### src/rtl/ws2811_pixel_shifter.sv
// ws2811_pixel_shifter
// Serializes 24-bit pixel words MSB-first onto a WS2811 data line, using the
// slot strobes from ws2811_clk. A one-entry holding buffer decouples the
// upstream handshake from the bit-slot timing. Every frame of NUM_PIXELS
// pixels (or a frame cut short by an empty buffer) is followed by a
// forced-low latch interval of RESET_SLOTS slots.
module ws2811_pixel_shifter #(
    parameter int NUM_PIXELS  = 8,
    parameter int RESET_SLOTS = 24,
    parameter int PIX_W       = 24
) (
    input  logic             clk,
    input  logic             rst_n,
    input  logic             clk_lo,
    input  logic             clk_hi,
    input  logic             clk_bit,
    input  logic [PIX_W-1:0] pix_data,
    input  logic             pix_valid,
    output logic             pix_ready,
    output logic             dout,
    output logic             busy,
    output logic             frame_done,
    output logic             underrun
);

    localparam int IDX_W  = (PIX_W > 1) ? $clog2(PIX_W) : 1;
    localparam int CNT_W  = $clog2(NUM_PIXELS + 1);
    localparam int SLOT_W = (RESET_SLOTS > 1) ? $clog2(RESET_SLOTS) : 1;

    localparam logic [IDX_W-1:0]  IDX_TOP  = IDX_W'(PIX_W - 1);
    localparam logic [CNT_W-1:0]  CNT_FULL = CNT_W'(NUM_PIXELS);
    localparam logic [SLOT_W-1:0] SLOT_TOP = SLOT_W'(RESET_SLOTS - 1);

    typedef enum logic [1:0] {
        IDLE  = 2'd0,
        SHIFT = 2'd1,
        LATCH = 2'd2
    } state_t;

    state_t             state;
    logic               buf_full;
    logic [PIX_W-1:0]   buf_data;
    logic [PIX_W-1:0]   shreg;
    logic [IDX_W-1:0]   bit_idx;
    logic [CNT_W-1:0]   pix_cnt;
    logic [SLOT_W-1:0]  slot_cnt;

    logic               last_bit;
    logic               more_pix;
    logic               load_now;
    logic               drive_p0;
    logic               bit_p0;

    assign last_bit  = (bit_idx == '0);
    assign more_pix  = (pix_cnt < CNT_FULL);
    assign pix_ready = ~buf_full;
    assign busy      = (state != IDLE);

    // Decide whether this slot boundary moves the buffered pixel into the shifter
    always_comb begin
        load_now = 1'b0;
        if (clk_bit && buf_full) begin
            if (state == IDLE) begin
                load_now = 1'b1;
            end else if (state == SHIFT && last_bit && more_pix) begin
                load_now = 1'b1;
            end
        end
    end

    // Stage p0: drive enable and bit value that take effect this cycle
    // (on a slot boundary these are the post-transition values, so the
    // new bit is visible on the very first cycle of its slot)
    always_comb begin
        drive_p0 = (state == SHIFT);
        bit_p0   = shreg[PIX_W-1];
        if (clk_bit) begin
            if (load_now) begin
                drive_p0 = 1'b1;
                bit_p0   = buf_data[PIX_W-1];
            end else if (state == SHIFT && !last_bit) begin
                drive_p0 = 1'b1;
                bit_p0   = shreg[PIX_W-2];
            end else begin
                drive_p0 = 1'b0;
            end
        end
    end

    // Buffer, shifter, frame FSM and registered line/pulse outputs
    always_ff @(posedge clk or negedge rst_n) begin
        if (!rst_n) begin
            state      <= IDLE;
            buf_full   <= 1'b0;
            buf_data   <= '0;
            shreg      <= '0;
            bit_idx    <= '0;
            pix_cnt    <= '0;
            slot_cnt   <= '0;
            dout       <= 1'b0;
            frame_done <= 1'b0;
            underrun   <= 1'b0;
        end else begin
            frame_done <= 1'b0;
            underrun   <= 1'b0;

            // Stage p0 -> line: dout lags the strobes by one cycle
            dout <= drive_p0 & (bit_p0 ? clk_hi : clk_lo);

            // Fill and drain never coincide: filling needs the buffer empty,
            // draining needs it full
            if (pix_valid && !buf_full) begin
                buf_full <= 1'b1;
                buf_data <= pix_data;
            end
            if (load_now) begin
                buf_full <= 1'b0;
                shreg    <= buf_data;
                bit_idx  <= IDX_TOP;
            end

            if (clk_bit) begin
                case (state)
                    IDLE: begin
                        if (load_now) begin
                            pix_cnt <= CNT_W'(1);
                            state   <= SHIFT;
                        end
                    end
                    SHIFT: begin
                        if (!last_bit) begin
                            shreg   <= shreg << 1;
                            bit_idx <= bit_idx - 1'b1;
                        end else if (load_now) begin
                            pix_cnt <= pix_cnt + 1'b1;
                        end else begin
                            // Either the frame is complete, or the buffer ran
                            // dry mid-frame and the partial frame is latched
                            state    <= LATCH;
                            slot_cnt <= SLOT_TOP;
                            if (more_pix) begin
                                underrun <= 1'b1;
                            end
                        end
                    end
                    LATCH: begin
                        if (slot_cnt == '0) begin
                            frame_done <= 1'b1;
                            state      <= IDLE;
                        end else begin
                            slot_cnt <= slot_cnt - 1'b1;
                        end
                    end
                    default: state <= IDLE;
                endcase
            end
        end
    end

endmodule
### config.mk
export PLATFORM = sky130hd
export DESIGN_NAME = ws2811_pixel_shifter
export DESIGN_NICKNAME = d
export VERILOG_FILES = /design/src/rtl/ws2811_pixel_shifter.sv
export SDC_FILE = /design/constraint.sdc
export NUM_CORES = 1
export LEC_CHECK = 0
export CAP_MARGIN = 20
export CORE_AREA = 4 4 107 109
export DETAILED_ROUTE_END_ITERATION = 8
export DIE_AREA = 0 0 111 113
export PLACE_DENSITY = 0.6
export SYNTH_ARGS = -nofsm -noshare
export SYNTH_HDL_FRONTEND = slang
export SYNTH_SLANG_ARGS = --single-unit
### constraint.sdc
create_clock -name clk -period 2.42 [get_ports clk]
set_clock_uncertainty 0.2 [all_clocks]
set_input_delay 0.363 -clock clk [delete_from_list [all_inputs] [get_ports clk]]
set_output_delay 0.363 -clock clk [all_outputs]
set_load 0.005 [all_outputs]
==> metrics.csv <==
metric,value,unit
status,completed,
Fin. Hold Viols,0,
Peak supply drop,0.000334,V
core area,10600,µm²
routed wire length,5.95,mm
Syn Inst Count,268,
iteration-0 DRC count of the detailed router,70,
largest net degree at the start of global routing,32,
Synth cell types,40,
DRC,0,
Final GP Congestion,0.849,
Num CTS Buffers,9,
Switching Share,0.283,
CP cell instances,inv_1 -> ha_1 -> or4b_4 -> o31ai_4 -> nor3b_1 -> a221o_1 -> mux2i_1,
vias in the first global route,2147,
"EDFF count, synth",0,
Slew Limit Fails,0,
"non-filler cells, final",461,
initial antenna violation count,0,
headroom to the max-slew limit,0.623,
RSZ-0062 raised after global routing,false,
sw power,0.000985,W
Setup CP Type,flop to flop,
Fmax achieved,0.429,GHz
Starting Density,0.289,
I/O Buffers,34,
Die Y-Extent,113,µm
DIE WIDTH,111,µm
Post-Syn Area per Cell,11.4,µm²
WHS,0.280,ns
CP required,2.43,ns
Final Core Density,0.366,
Synth Register Bits,68,
CP Launch Type,flop,
Vias/cell,4.55,
clk buf depth,2,
Pint,0.00250,W
sequential power share,0.518,
detailed-route wire length per cell,12.9,µm
first-pass GRT wire length,10.3,mm
total iterations of the first detailed-routing run,4,
Pleak,1.59,nW
crit path time final,2.33,ns
Reg2Reg Depth,7,
Worst Hold Class,flop to flop,
post-route ant nets,0,
io pins,35,
post-synthesis sequential area ratio,0.555,
Fin Setup TNS,0,ns
Final Cycle Share,0.964,
main flop type after synthesis,dfrtp_1,
number of max-cap violations,0,
clk_lat worst skew,0.34,ns
Syn Nets,302,
placed insts,440,
Site Rows,38,
CTS tree,done,
Crit-path slowest cell,or4b_4,
worst-margin pin slew,0.566,ns
Place WS,0.0308,ns
n_diodes,0,
H-tree levels,3,
Tot GR Track Use,0.104,
Syn-to-layout area delta,26.4,%
crit-path max FO,4,
combinational share of power,0.221,
crit path capture type,flop,
"Remaining Overflow, GRT",0,
worst setup margin,0.0876,ns
CP max stage delay,0.50,ns
clock share of power,0.261,
PD cells,899,nW/µm²
hold depth,1,
share of flip-flops with an asynchronous set or reset,1.00,
Post-layout nets,351,
Yosys warnings,0,
Root Driver,clkbuf_8,
post-DP HPWL,4.13,mm
Critical Path AT,2.34,ns
total number of vias,2096,
post-synthesis cell area,3070,µm²
fraction of layout cells with a size suffix above 1,0.202,
DIE AREA,12500,µm²
setup violators final,0,
clock slew at reported path FFs,0.07,ns
clock sinks,68,
-- power by group through the flow --
stage | sequential, W | combinational [W] | clock [W]
after floorplan | 0.00174 | 0.000560 | 0
after global placement | 0.00182 | 0.000716 | 0
after detailed placement | 0.00184 | 0.000750 | 0
after CTS | 0.00182 | 0.000753 | 0.000955
after global routing | 0.00187 | 0.000877 | 0.00101
final | 0.00181 | 0.000769 | 0.000911
-- synthesized netlist by cell type, types with 2 or more instances --
cell type / number / area share
xnor2_1: 2 / 0.0057
nand3_1: 5 / 0.0082
a21oi_1: 7 / 0.011
nand3b_1: 3 / 0.0073
mux2i_1: 25 / 0.082
o21ai_1: 10 / 0.016
inv_1: 10 / 0.012
clkbuf_1: 11 / 0.013
nor3_1: 7 / 0.011
a211oi_1: 2 / 0.0049
a22oi_1: 2 / 0.0049
nor2b_1: 2 / 0.0041
nor2_1: 9 / 0.011
dfrtp_1: 68 / 0.55
ha_1: 4 / 0.016
nand2_1: 34 / 0.042
mux2_2: 24 / 0.088
nor4_1: 2 / 0.0041
o21ai_0: 20 / 0.033
-- layout make-up --
type,count,area (µm²)
Fill cell,1050,6730
Inverter,11,45.0
Clock inverter,4,50.0
Timing Repair Buffer,52,509
Clock buffer,11,141
Multi-Input combinational cell,175,1250
Tap cell,140,175
Sequential cell,68,1700
-- worst paths after layout --
check,start,end,slack (ns)
max,bit_idx[0],dout,0.09
min,bit_idx[0],bit_idx[0],0.28
max reg2reg,bit_idx[0],dout,0.09
min reg2reg,bit_idx[0],bit_idx[0],0.28
max in group asynchronous,rst_n,buf_data[6],1.12
min in group asynchronous,rst_n,pix_cnt[2],0.34
-- per-stage QoR --
step	cell area [µm²]	total power [W]
4_1_cts	3830	0.00353
3_5_place_dp	3620	0.00259
5_1_grt	3880	0.00376
6_report	3880	0.00349
2_1_floorplan	3070	0.00230
3_3_place_gp	3620	0.00254
-- registers in the layout, indices dropped and copies added, names as in the netlist --
signal,flops
buf_data,24
dout,1
shreg,24
state,2
underrun,1
buf_full,1
frame_done,1
bit_idx,5
pix_cnt,4
slot_cnt,5
-- layout by cell type, fill, tap and decap left out, types with 2 or more instances in the layout --
cell / netlist / layout
clkdlybuf4s50_1: 0 / 33
nor4_1: 2 / 2
nand2_1: 34 / 34
buf_4: 1 / 13
ha_1: 4 / 4
nand3b_1: 3 / 3
dfrtp_1: 68 / 67
nor3_1: 7 / 7
clkinvlp_4: 0 / 3
clkbuf_8: 0 / 10
a22oi_1: 2 / 2
xnor2_1: 2 / 2
a211oi_1: 2 / 2
nor2_1: 9 / 8
o21ai_0: 20 / 20
a21oi_1: 7 / 7
mux2_2: 24 / 24
nand3_1: 5 / 5
o21ai_1: 10 / 10
mux2i_1: 25 / 25
inv_1: 10 / 10
buf_12: 1 / 2
-- routing by layer --
metal	vias up	part of all wire	GRT usage
met1	1015	0.48	0.134
met3	10	0.055	0.0439
met4	0	0.015	0.0386
met2	40	0.45	0.156
met5	-	0	0
li1	1031	-	-
-- critical path, delay by kind of cell, from the launching register on --
kind                     cells  cell delay, ns
AO/OA/AOI/OAI                2            0.66
AND/OR/NAND/NOR              2            0.60
flip-flops                   1            0.40
adder cells (fa/ha/maj)      1            0.15
multiplexers                 1            0.14
buffers and inverters        1            0.06
-- repair_timing --
action | in CTS | in global routing
pin swaps | 0 | 2
setup endpoints to repair | 1 | 16
gates cloned | 0 | 1
endpoints found under the hold margin | 21 | 0
buffers inserted | 0 | 4
resized for setup | 1 | 6
hold buffers | 1 | 0
-- cells by family (layout without fill, tap and decap cells) --
logic type / count (synthesis) / count (layout) / synth area share
AO/OA/AOI/OAI: 49 / 49 / 0.0983
XOR/XNOR: 3 / 3 / 0.00857
adder cells (fa/ha/maj): 4 / 4 / 0.0163
buffers and inverters: 25 / 78 / 0.0396
flip-flops: 68 / 68 / 0.555
multiplexers: 49 / 49 / 0.170
AND/OR/NAND/NOR: 70 / 70 / 0.113
No activity file was read; power rests on OpenSTA's default activity.
